File: src/rtl/sha256_pkg.sv
// Shared types and constants for the SHA-256 message padding stream.
package sha256_pkg;

  localparam int unsigned BLOCK_BYTES     = 64;
  localparam int unsigned LEN_FIELD_BYTES = 8;
  localparam logic [7:0]  PAD_BYTE        = 8'h80;

  typedef enum logic [2:0] {
    StIdle,
    StFill,
    StEmit,
    StPad2,
    StEmit2
  } pad_state_e;

  // Tail block flavours produced by pad_tail_builder.
  typedef enum logic [1:0] {
    TailSingle,   // data, 0x80 at p_final, zeros, length
    TailNoLen,    // data, 0x80 at p_final, zeros
    TailPadLen,   // 0x80 at byte 0, zeros, length
    TailLenOnly   // zeros, length
  } tail_mode_e;

endpackage

File: src/rtl/pad_tail_builder.sv
// Combinational builder for the final padded block(s) of a message.
module pad_tail_builder
  import sha256_pkg::*;
(
  input  logic [8*BLOCK_BYTES-1:0] buf_i,
  input  logic [5:0]               p_final_i,
  input  logic [63:0]              bitlen_i,
  input  tail_mode_e               mode_i,
  output logic [8*BLOCK_BYTES-1:0] blk_o
);

  logic       data_en;
  logic       pad_en;
  logic       len_en;
  logic [5:0] pad_pos;

  always_comb begin
    data_en = 1'b0;
    pad_en  = 1'b1;
    len_en  = 1'b1;
    pad_pos = p_final_i;
    unique case (mode_i)
      TailSingle:  data_en = 1'b1;
      TailNoLen: begin
        data_en = 1'b1;
        len_en  = 1'b0;
      end
      TailPadLen:  pad_pos = 6'd0;
      TailLenOnly: pad_en  = 1'b0;
      default: ;
    endcase

    blk_o = '0;
    for (int b = 0; b < BLOCK_BYTES; b++) begin
      if (data_en && (b < int'(p_final_i))) begin
        blk_o[8*(BLOCK_BYTES-1-b) +: 8] = buf_i[8*(BLOCK_BYTES-1-b) +: 8];
      end else if (pad_en && (b == int'(pad_pos))) begin
        blk_o[8*(BLOCK_BYTES-1-b) +: 8] = PAD_BYTE;
      end
    end
    // Single-block mode is only chosen when p_final <= 55, so this never hits the 0x80 byte.
    if (len_en) begin
      blk_o[8*LEN_FIELD_BYTES-1:0] = bitlen_i;
    end
  end

endmodule

File: src/rtl/msg_padder_stream.sv
// Streams message bytes into 512-bit blocks and appends SHA-256 style padding and length.
module msg_padder_stream
  import sha256_pkg::*;
#(
  parameter int unsigned BEAT_BYTES    = 1,
  parameter int unsigned MAX_MSG_BYTES = 1024,
  parameter int unsigned CNT_W         = $clog2(MAX_MSG_BYTES + 1)
) (
  input  logic                           clock,
  input  logic                           reset_n,
  input  logic                           start,
  input  logic                           in_valid,
  output logic                           in_ready,
  input  logic [8*BEAT_BYTES-1:0]        in_data,
  input  logic                           in_last,
  input  logic [$clog2(BEAT_BYTES+1)-1:0] in_nbytes,
  output logic                           blk_valid,
  input  logic                           blk_ready,
  output logic [8*BLOCK_BYTES-1:0]       blk_data,
  output logic                           blk_last,
  output logic                           busy,
  output logic                           err_overflow
);

  localparam int unsigned NB_W = $clog2(BEAT_BYTES + 1);
  // Wide enough for the 6-bit block offset and one beat of headroom above MAX_MSG_BYTES.
  localparam int unsigned CW   = ((CNT_W > 6) ? CNT_W : 6) + 1;

  pad_state_e               state_q, state_d;
  logic [8*BLOCK_BYTES-1:0] buf_q, buf_d;
  logic [CNT_W-1:0]         count_q, count_d;
  logic [8*BLOCK_BYTES-1:0] blk_data_q, blk_data_d;
  logic                     blk_last_q, blk_last_d;
  logic                     err_q, err_d;
  logic                     pad80_q, pad80_d;
  logic                     done_q, done_d;

  logic [NB_W-1:0]          beat_n;
  logic [CW-1:0]            count_w;
  logic [CW-1:0]            sum;
  logic [5:0]               ptr;
  logic [5:0]               p_final;
  logic                     overflow;
  logic [8*BLOCK_BYTES-1:0] merged;
  tail_mode_e               tail_mode;
  logic [63:0]              tail_bitlen;
  logic [8*BLOCK_BYTES-1:0] tail_blk;

  assign beat_n   = in_last ? in_nbytes : NB_W'(BEAT_BYTES);
  assign count_w  = CW'(count_q);
  assign sum      = count_w + CW'(beat_n);
  assign ptr      = count_w[5:0];
  assign p_final  = sum[5:0];
  assign overflow = (sum > CW'(MAX_MSG_BYTES));

  // Beats never straddle a block boundary since BEAT_BYTES divides 64.
  always_comb begin
    merged = buf_q;
    for (int k = 0; k < BEAT_BYTES; k++) begin
      if (k < int'(beat_n)) begin
        merged[8*(BLOCK_BYTES-1-((int'(ptr)+k) % BLOCK_BYTES)) +: 8] =
          in_data[8*(BEAT_BYTES-1-k) +: 8];
      end
    end
  end

  pad_tail_builder u_tail (
    .buf_i     (merged),
    .p_final_i (p_final),
    .bitlen_i  (tail_bitlen),
    .mode_i    (tail_mode),
    .blk_o     (tail_blk)
  );

  always_comb begin
    state_d     = state_q;
    buf_d       = buf_q;
    count_d     = count_q;
    blk_data_d  = blk_data_q;
    blk_last_d  = blk_last_q;
    err_d       = err_q;
    pad80_d     = pad80_q;
    done_d      = done_q;
    tail_mode   = (p_final <= 6'd55) ? TailSingle : TailNoLen;
    tail_bitlen = 64'({sum[CNT_W-1:0], 3'b000});

    unique case (state_q)
      StIdle: begin
        if (start) begin
          state_d = StFill;
          buf_d   = '0;
          count_d = '0;
          err_d   = 1'b0;
          pad80_d = 1'b0;
          done_d  = 1'b0;
        end
      end
      StFill: begin
        if (in_valid) begin
          if (overflow) begin
            err_d   = 1'b1;
            state_d = StIdle;
          end else begin
            count_d = sum[CNT_W-1:0];
            if (in_last) begin
              done_d  = 1'b1;
              buf_d   = '0;
              state_d = StEmit;
              // Last beat exactly filled the block: padding goes entirely into a second block.
              if ((beat_n != '0) && (p_final == 6'd0)) begin
                blk_data_d = merged;
                blk_last_d = 1'b0;
                pad80_d    = 1'b1;
              end else begin
                blk_data_d = tail_blk;
                blk_last_d = (p_final <= 6'd55);
                pad80_d    = 1'b0;
              end
            end else if (p_final == 6'd0) begin
              blk_data_d = merged;
              blk_last_d = 1'b0;
              buf_d      = '0;
              state_d    = StEmit;
            end else begin
              buf_d = merged;
            end
          end
        end
      end
      StEmit: begin
        if (blk_ready) begin
          if (blk_last_q) begin
            state_d = StIdle;
          end else if (done_q) begin
            state_d = StPad2;
          end else begin
            state_d = StFill;
          end
        end
      end
      StPad2: begin
        tail_mode   = pad80_q ? TailPadLen : TailLenOnly;
        tail_bitlen = 64'({count_q, 3'b000});
        blk_data_d  = tail_blk;
        blk_last_d  = 1'b1;
        state_d     = StEmit2;
      end
      StEmit2: begin
        if (blk_ready) begin
          state_d = StIdle;
        end
      end
      default: state_d = StIdle;
    endcase
  end

  always_ff @(posedge clock or negedge reset_n) begin
    if (!reset_n) begin
      state_q    <= StIdle;
      buf_q      <= '0;
      count_q    <= '0;
      blk_data_q <= '0;
      blk_last_q <= 1'b0;
      err_q      <= 1'b0;
      pad80_q    <= 1'b0;
      done_q     <= 1'b0;
    end else begin
      state_q    <= state_d;
      buf_q      <= buf_d;
      count_q    <= count_d;
      blk_data_q <= blk_data_d;
      blk_last_q <= blk_last_d;
      err_q      <= err_d;
      pad80_q    <= pad80_d;
      done_q     <= done_d;
    end
  end

  assign in_ready     = (state_q == StFill);
  assign blk_valid    = (state_q == StEmit) || (state_q == StEmit2);
  assign blk_data     = blk_data_q;
  assign blk_last     = blk_last_q;
  assign busy         = (state_q != StIdle);
  assign err_overflow = err_q;

endmodule

File: config.mk
export PLATFORM = sky130hd
export DESIGN_NAME = msg_padder_stream
export DESIGN_NICKNAME = d
export VERILOG_FILES = /design/src/rtl/sha256_pkg.sv /design/src/rtl/pad_tail_builder.sv /design/src/rtl/msg_padder_stream.sv
export SDC_FILE = /design/constraint.sdc
export NUM_CORES = 2
export LEC_CHECK = 0
export ABC_AREA = 1
export CAP_MARGIN = 0
export CORE_MARGIN = 5
export CORE_UTILIZATION = 25
export DETAILED_ROUTE_END_ITERATION = 10
export SLEW_MARGIN = 20
export SYNTH_ARGS = -nofsm -noshare
export SYNTH_HDL_FRONTEND = slang
export SYNTH_HIERARCHICAL = 1
export SYNTH_SLANG_ARGS = --single-unit
File: constraint.sdc
create_clock -name clock -period 3.9 [get_ports clock]
set_clock_uncertainty 0.1 [all_clocks]
set_input_delay 0.78 -clock clock [delete_from_list [all_inputs] [get_ports clock]]
set_output_delay 0.78 -clock clock [all_outputs]
set_load 0.005 [all_outputs]
Yosys cells after proc, flatten, opt, wreduce, memory -nomap -nowiden
Cells that the tools add are included.
{ "totals": {"ff_bits": 1042, "elab_cells": 483} }
{ "classes": {"n_addsub": 3, "order_cmp": 66, "n_eq_ne": 79, "shifts": 2, "muxes": 183, "n_reduce_logical": 142} }
{ "ops": {"columns": ["operator", "count"], "rows": [
  ["$mux 512", 11],
  ["$pmux 512 s2", 2],
  ["$mux 8", 127],
  ["$bwmux 512", 1],
  ["$shift 8x34->512 const A", 1],
  ["$shiftx 8x34->512", 1],
  ["$eq 6x6->1 const A", 32],
  ["$lt 6x6->1 const A", 31],
  ["$logic_and 1x1->1", 128],
  ["$eq 5x6->1 const A", 16],
  ["$lt 5x6->1 const A", 16],
  ["$mux 64", 1],
  ["$eq 4x6->1 const A", 8],
  ["$lt 4x6->1 const A", 8],
  ["$neg 32->34", 1],
  ["$mux 11", 3],
  ["$eq 3x6->1 const A", 4],
  ["$lt 3x6->1 const A", 4],
  ["$pmux 11 s2", 1],
  ["$mux 3", 7],
  ["$mux 1", 20],
  ["$pmux 3 s5", 1],
  ["$mux 14", 1],
  ["$add 11x1->12", 1],
  ["other kinds (29)", 49]
]} }

Depth between registers and ports, before layout
{ "logic_depth": {"depth_word": 17, "ltp_mapped": 26, "depth_no_buf": 22} }

Cells and area by module
The synthesis kept the hierarchy.
{ "by_module_without_submodules": {"columns": ["mod", "n_inst", "cells_per_inst", "area_each_um2", "seq_area_each_um2"], "rows": [
  ["msg_padder_stream", 1, 9122, 59911.2, 26075.0],
  ["pad_tail_builder", 1, 1312, 5260.0, 0.0]
]} }

Worst setup path after synthesis
OpenSTA, ideal clock, no wires.
{ "synth_timing": {"path_kind": "input -> register", "from": "input in_last", "to": "register blk_data_q[23], in the netlist blk_data[23]", "arrival_ns": 4.021, "setup_slack_ns": -0.285, "stages": 24, "cell_sequence": "inv_1 nor2_1 inv_1 clkbuf_1 clkbuf_1 clkbuf_1 ha_1 nand3_1 o21ai_0 nand2_1 inv_1 nand4_1 o21ai_0 inv_1 nor2_1 clkinv_1 clkbuf_1 nor2_1 nand3_1 nand2_1 nor2_1 nor2_1 nand2_1 nand2_1"} }
{ "synth_between": {"elab_chain_cells": 17} }
{ "synth_lines": {"columns": ["element", "line", "rtl"], "rows": [
  ["from (decl)", "msg_padder_stream.sv:15", "input logic in_last,"],
  ["$mux 1 *", "msg_padder_stream.sv:49", "assign beat_n = in_last ? in_nbytes : NB_W'(BEAT_BYTES);"],
  ["$add 11x1->12 *", "msg_padder_stream.sv:51", "assign sum = count_w + CW'(beat_n);"],
  ["via sum[5]", "msg_padder_stream.sv:40", "logic [CW-1:0] sum;"],
  ["$le 6x6->1 *", "msg_padder_stream.sv:84", "tail_mode = (p_final <= 6'd55) ? TailSingle : TailNoLen;"],
  ["$mux 1 *", "msg_padder_stream.sv:84", null],
  ["$mux 2 *", "msg_padder_stream.sv:87", "unique case (state_q)"],
  ["via tail_mode[0]", "msg_padder_stream.sv:45", "tail_mode_e tail_mode;"],
  ["$eq 2x2->1", "pad_tail_builder.sv:22", "unique case (mode_i)"],
  ["[... 4 more ...]", null, null],
  ["$mux 8", "pad_tail_builder.sv:35", "if (data_en && (b < int'(p_final_i))) begin"],
  ["$mux 64 *", "pad_tail_builder.sv:42", "if (len_en) begin"],
  ["via tail_blk[23]", "msg_padder_stream.sv:47", "logic [8*BLOCK_BYTES-1:0] tail_blk;"],
  ["$mux 512", "msg_padder_stream.sv:110", "if ((beat_n != '0) && (p_final == 6'd0)) begin"],
  ["$mux 512", "msg_padder_stream.sv:105", "if (in_last) begin"],
  ["$mux 512", "msg_padder_stream.sv:100", "if (overflow) begin"],
  ["$mux 512", "msg_padder_stream.sv:99", "if (in_valid) begin"],
  ["$pmux 512 s2 *", "msg_padder_stream.sv:87", null],
  ["to (signal assigned)", "msg_padder_stream.sv:171", "blk_data_q <= blk_data_d;"],
  ["to (decl)", "msg_padder_stream.sv:32", "logic [8*BLOCK_BYTES-1:0] blk_data_q, blk_data_d;"]
]} }
The timed path passes the listed nets; every way through them passes the cells marked *. The select of a mux whose other input is x is not followed.
A chain may end at the register's enable or synchronous reset.

Final worst setup path
{ "layout_timing": {"from": "register count_q[1]", "to": "register blk_data_q[255], in the netlist blk_data[255]"} }
{ "layout_lines": {"columns": ["element", "line", "rtl"], "rows": [
  ["from (decl)", "msg_padder_stream.sv:31", "logic [CNT_W-1:0] count_q, count_d;"],
  ["from (signal assigned)", "msg_padder_stream.sv:170", "count_q <= count_d;"],
  ["$sub 6x6->7 *", "msg_padder_stream.sv:61", "merged[8*(BLOCK_BYTES-1-((int'(ptr)+k) % BLOCK_BYTES)) +: 8] ="],
  ["$neg 32->34 *", "msg_padder_stream.sv:62", "in_data[8*(BEAT_BYTES-1-k) +: 8];"],
  ["$shiftx 8x34->512 / $shift 8x34->512 (equally long branches)", "msg_padder_stream.sv:61", null],
  ["$bwmux 512 *", "msg_padder_stream.sv:61", null],
  ["$mux 512 *", "msg_padder_stream.sv:60", "if (k < int'(beat_n)) begin"],
  ["via merged[255]", "msg_padder_stream.sv:44", "logic [8*BLOCK_BYTES-1:0] merged;"],
  ["$mux 8 *", "pad_tail_builder.sv:35", null],
  ["via tail_blk[255]", "msg_padder_stream.sv:47", null],
  ["$mux 512", "msg_padder_stream.sv:110", null],
  ["$mux 512", "msg_padder_stream.sv:105", null],
  ["$mux 512", "msg_padder_stream.sv:100", null],
  ["$mux 512", "msg_padder_stream.sv:99", null],
  ["$pmux 512 s2 *", "msg_padder_stream.sv:87", null]
]} }
Marks and branches as above.

==> metrics.cfg <==
[outcome]
status = finished, violations left
failed_checks = negative setup slack

[routing]
drt_first_pass_iters = 9
vias_per_cell = 4.74
drc = 0
wl_per_cell_um = 21.1
wl_um = 324000
drtAntennaViolNets = 0
first_iter_violations = 7694
vias = 73000

[global_route]
antenna_found_initial = 29
grt_usage = 0.231
grt-busiest-layer = met2
overflow = 0
grt_pass1_wl_um = 466000
grt_pass1_vias = 66300
grt_max_degree = 177
use_met1 = 0.301
use_met2 = 0.347
use_met3 = 0.0709

[floorplan]
rows = 187
die_area_um2 = 271000
initial_core_util = 0.251
core_area_um2 = 259000
die_w_um = 521
top_level_ports = 532
die_h_um = 521

[pwr]
p_int_mw = 30.4
power_frac_clock = 0.256
powerDensity_nw_per_um2 = 589
fin_total_pwr_mw = 52.4
seqPwrFrac = 0.266
power.leakage_nw = 44.4
netSwitchingFraction = 0.420
power_switching_mw = 22.0
peakVddDrop_mv = 0.477
combPwrFrac = 0.478

[sta]
fin_crit_ns = 3.96
fmax_mhz = 252
fin_setup_tns_ns = -0.0644
slew_violations = 0
period_share = 1.02
rsz0062_at_grt = yes
setup_viol = 1
worst_slack_ns = -0.0644
slew_headroom = 0.303
tightest_slew_ns = 1.04
hold_violations = 0

[worst_setup_path]
reg2reg_from = count_q[1]
crit_top_cell = nand2_1
crit_path_start_kind = flop
path_max_fanout = 7
crit_slowest_cell = dfrtp_1
rr_worst_depth = 19
slowest_delay_ns = 0.50
path_depth = 19
worstSetupPathType = reg -> reg
crit_path_end_kind = flop
arrival_ns = 4.60
worst-path-buf-inv = 1
crit_end = blk_data[255]
startpoint = count_q[1]
r2r_slack_ns = -0.06
worstPathCellList = ha_1 -> nand2_1 -> nor2_1 -> nand2_1 -> nand2_1 -> nor2_2 -> nand2_1 -> buf_4 -> nor2_1 -> nand2_1 -> nand2_1 -> nand3_1 -> o21ai_1 -> nand2_1 -> a21oi_1 -> nor2_1 -> nor2_1 -> nand2_1 -> nand2_1
r2r_end = blk_data[255]
crit_required_ns = 4.54
cp_top_family = simple AND/OR/NAND/NOR gates

[yosys]
yosys_warnings = 6
synth-seq-cells = 1042
synthTopCellsByArea = dfrtp_1 (40%), nand2_1 (25%), nand3_1 (7.6%), nor2_1 (7.2%), inv_1 (5.8%)
ys_types = 42
yosysTopAreaCellShare = 0.400
synthesis.area_um2 = 65200
synth_edf_count = 0
async_flop_share = 1.00
ys_seq_area_frac = 0.400
yosysMostFrequentCell = nand2_1
synth_ff_type = dfrtp_1
synthTopCellsByCount = nand2_1 (4326), nor2_1 (1249), dfrtp_1 (1042)
synthCells = 10400
syn_avg_cell_area_um2 = 6.25
yosysTopAreaCell = dfrtp_1

[placement]
dp_hpwl_um = 244000
placed_cell_area_um2 = 84000
place_congestion = 1.03
io_buffer_count = 531
place_inst = 15100

[clocking]
cts_root_buf = clkbuf_16
cts_buffer_depth = 3
cts_tree = done
clock_latency_ns = 0.81
clkSlewWorstSetupHoldPaths_ns = 0.06
cts_sinks = 1042
cts_buffers = 134
h-tree-depth = 4

[cells_and_area]
nFillCells = 27800
final_cells = 15400
final_nets = 11900
fin_util = 0.342
layout-drive-gt1-share = 0.138
synthToLayoutAreaGrowth_pct = 36.4
final_area_um2 = 88900

[job]
max_cap_violations = 0

[worst_hold_path]
hp-start = blk_data[93]
min_path_type = reg -> reg

==> final cells by class <==
class / count / area (µm²) / share of cell area
Sequential cell: 1042 / 26100 / 0.293
Inverter: 1029 / 3870 / 0.0436
Clock inverter: 50 / 743 / 0.00836
Clock buffer: 189 / 3940 / 0.0444
Tap cell: 3402 / 4260 / 0.0479
Multi-Input combinational cell: 7823 / 33000 / 0.371
Antenna cell: 19 / 47.5 / 0.000535
Timing Repair Buffer: 1834 / 17000 / 0.191
==> through the flow <==
| step | worst slack, ns | hold slack, ns |
|---|---|---|
| 2_1_floorplan | 0.0236 | 0.348 |
| 3_3_place_gp | -0.828 | 0.361 |
| 3_5_place_dp | -0.896 | 0.364 |
| 4_1_cts | 0.0854 | 0.380 |
| 5_1_grt | -0.0528 | 0.391 |
| 6_report | -0.0644 | 0.374 |
==> cell families after synthesis <==
group                      count (synthesis)  synth area share
AOI/OAI and AO/OA                        933            0.0752
DFF                                     1042             0.400
and+or+nand+nor                         6829             0.423
xor gates and xnor gates                   4          0.000653
adders and majority gates                  4          0.000768
buffers and inverters                   1621            0.0999
other                                      1         0.0000575
==> layout by cell type (no fill, tap or decap), drive strengths merged <==
cell type,count
a21boi,7
a21o,1
a21oi,15
and2,5
buf,1303
bufinv,12
clkbuf,189
clkdlybuf4s50,530
clkinv,37
clkinvlp,5
conb,53
dfrtp,1042
diode,19
dlygate4sd3,1
ha,4
inv,1025
nand2,4340
nand3,995
nand3b,2
nand4,165
nor2,1272
nor3,18
nor4,6
o211a,1
o211ai,56
o21ai,847
o21bai,2
o22ai,3
o31ai,1
or2,26
xor2,4
==> state kept, by name, indices dropped and copies added (netlist names) <==
name          flops
blk_data        512
blk_last          1
buf_q           512
count_q          11
done_q            1
err_overflow      1
pad80_q           1
state_q           3
==> metal layers <==
metal / routed length, µm / vias up
li1: - / 35300
met5: 27 / -
met1: 133000 / 34000
met2: 139000 / 3080
met4: 18800 / 4
met3: 33700 / 599
==> how the worst min path moves through the flow <==
| stage | end | cells past startpoint |
|---|---|---|
| 2_1_floorplan | pad80_q | 2 |
| 3_3_place_gp | buf_q[412] | 2 |
| 3_5_place_dp | blk_data[396] | 2 |
| 4_1_cts | blk_data[135] | 2 |
| 5_1_grt | blk_data[93] | 2 |
| 6_report | blk_data[93] | 2 |
==> power by group through the flow <==
stage / Combinational (mW) / Clock, mW / Sequential [mW]
after floorplan: 11.2 / 0 / 13.9
final: 25.0 / 13.4 / 13.9
after CTS: 25.0 / 13.6 / 13.9
after detailed placement: 24.9 / 0 / 14.1
after global placement: 24.9 / 0 / 14.1
after global routing: 27.0 / 14.1 / 14.1
==> tightest hold or removal path, cell delays in order, from the launching register on <==
cell and delay (ns):
dfrtp_1 0.34, nand2_1 0.05, nand2_1 0.05
==> timing repair <==
action                                  in CTS  in global routing
endpoints found under the hold margin       13                  0
resized for setup                            1                 26
pin swaps                                    0                  1
hold buffers                                 1                  0
endpoints found under the setup margin       1                 71
buffers inserted                             0                  2
No activity file was read; power rests on OpenSTA's default activity.
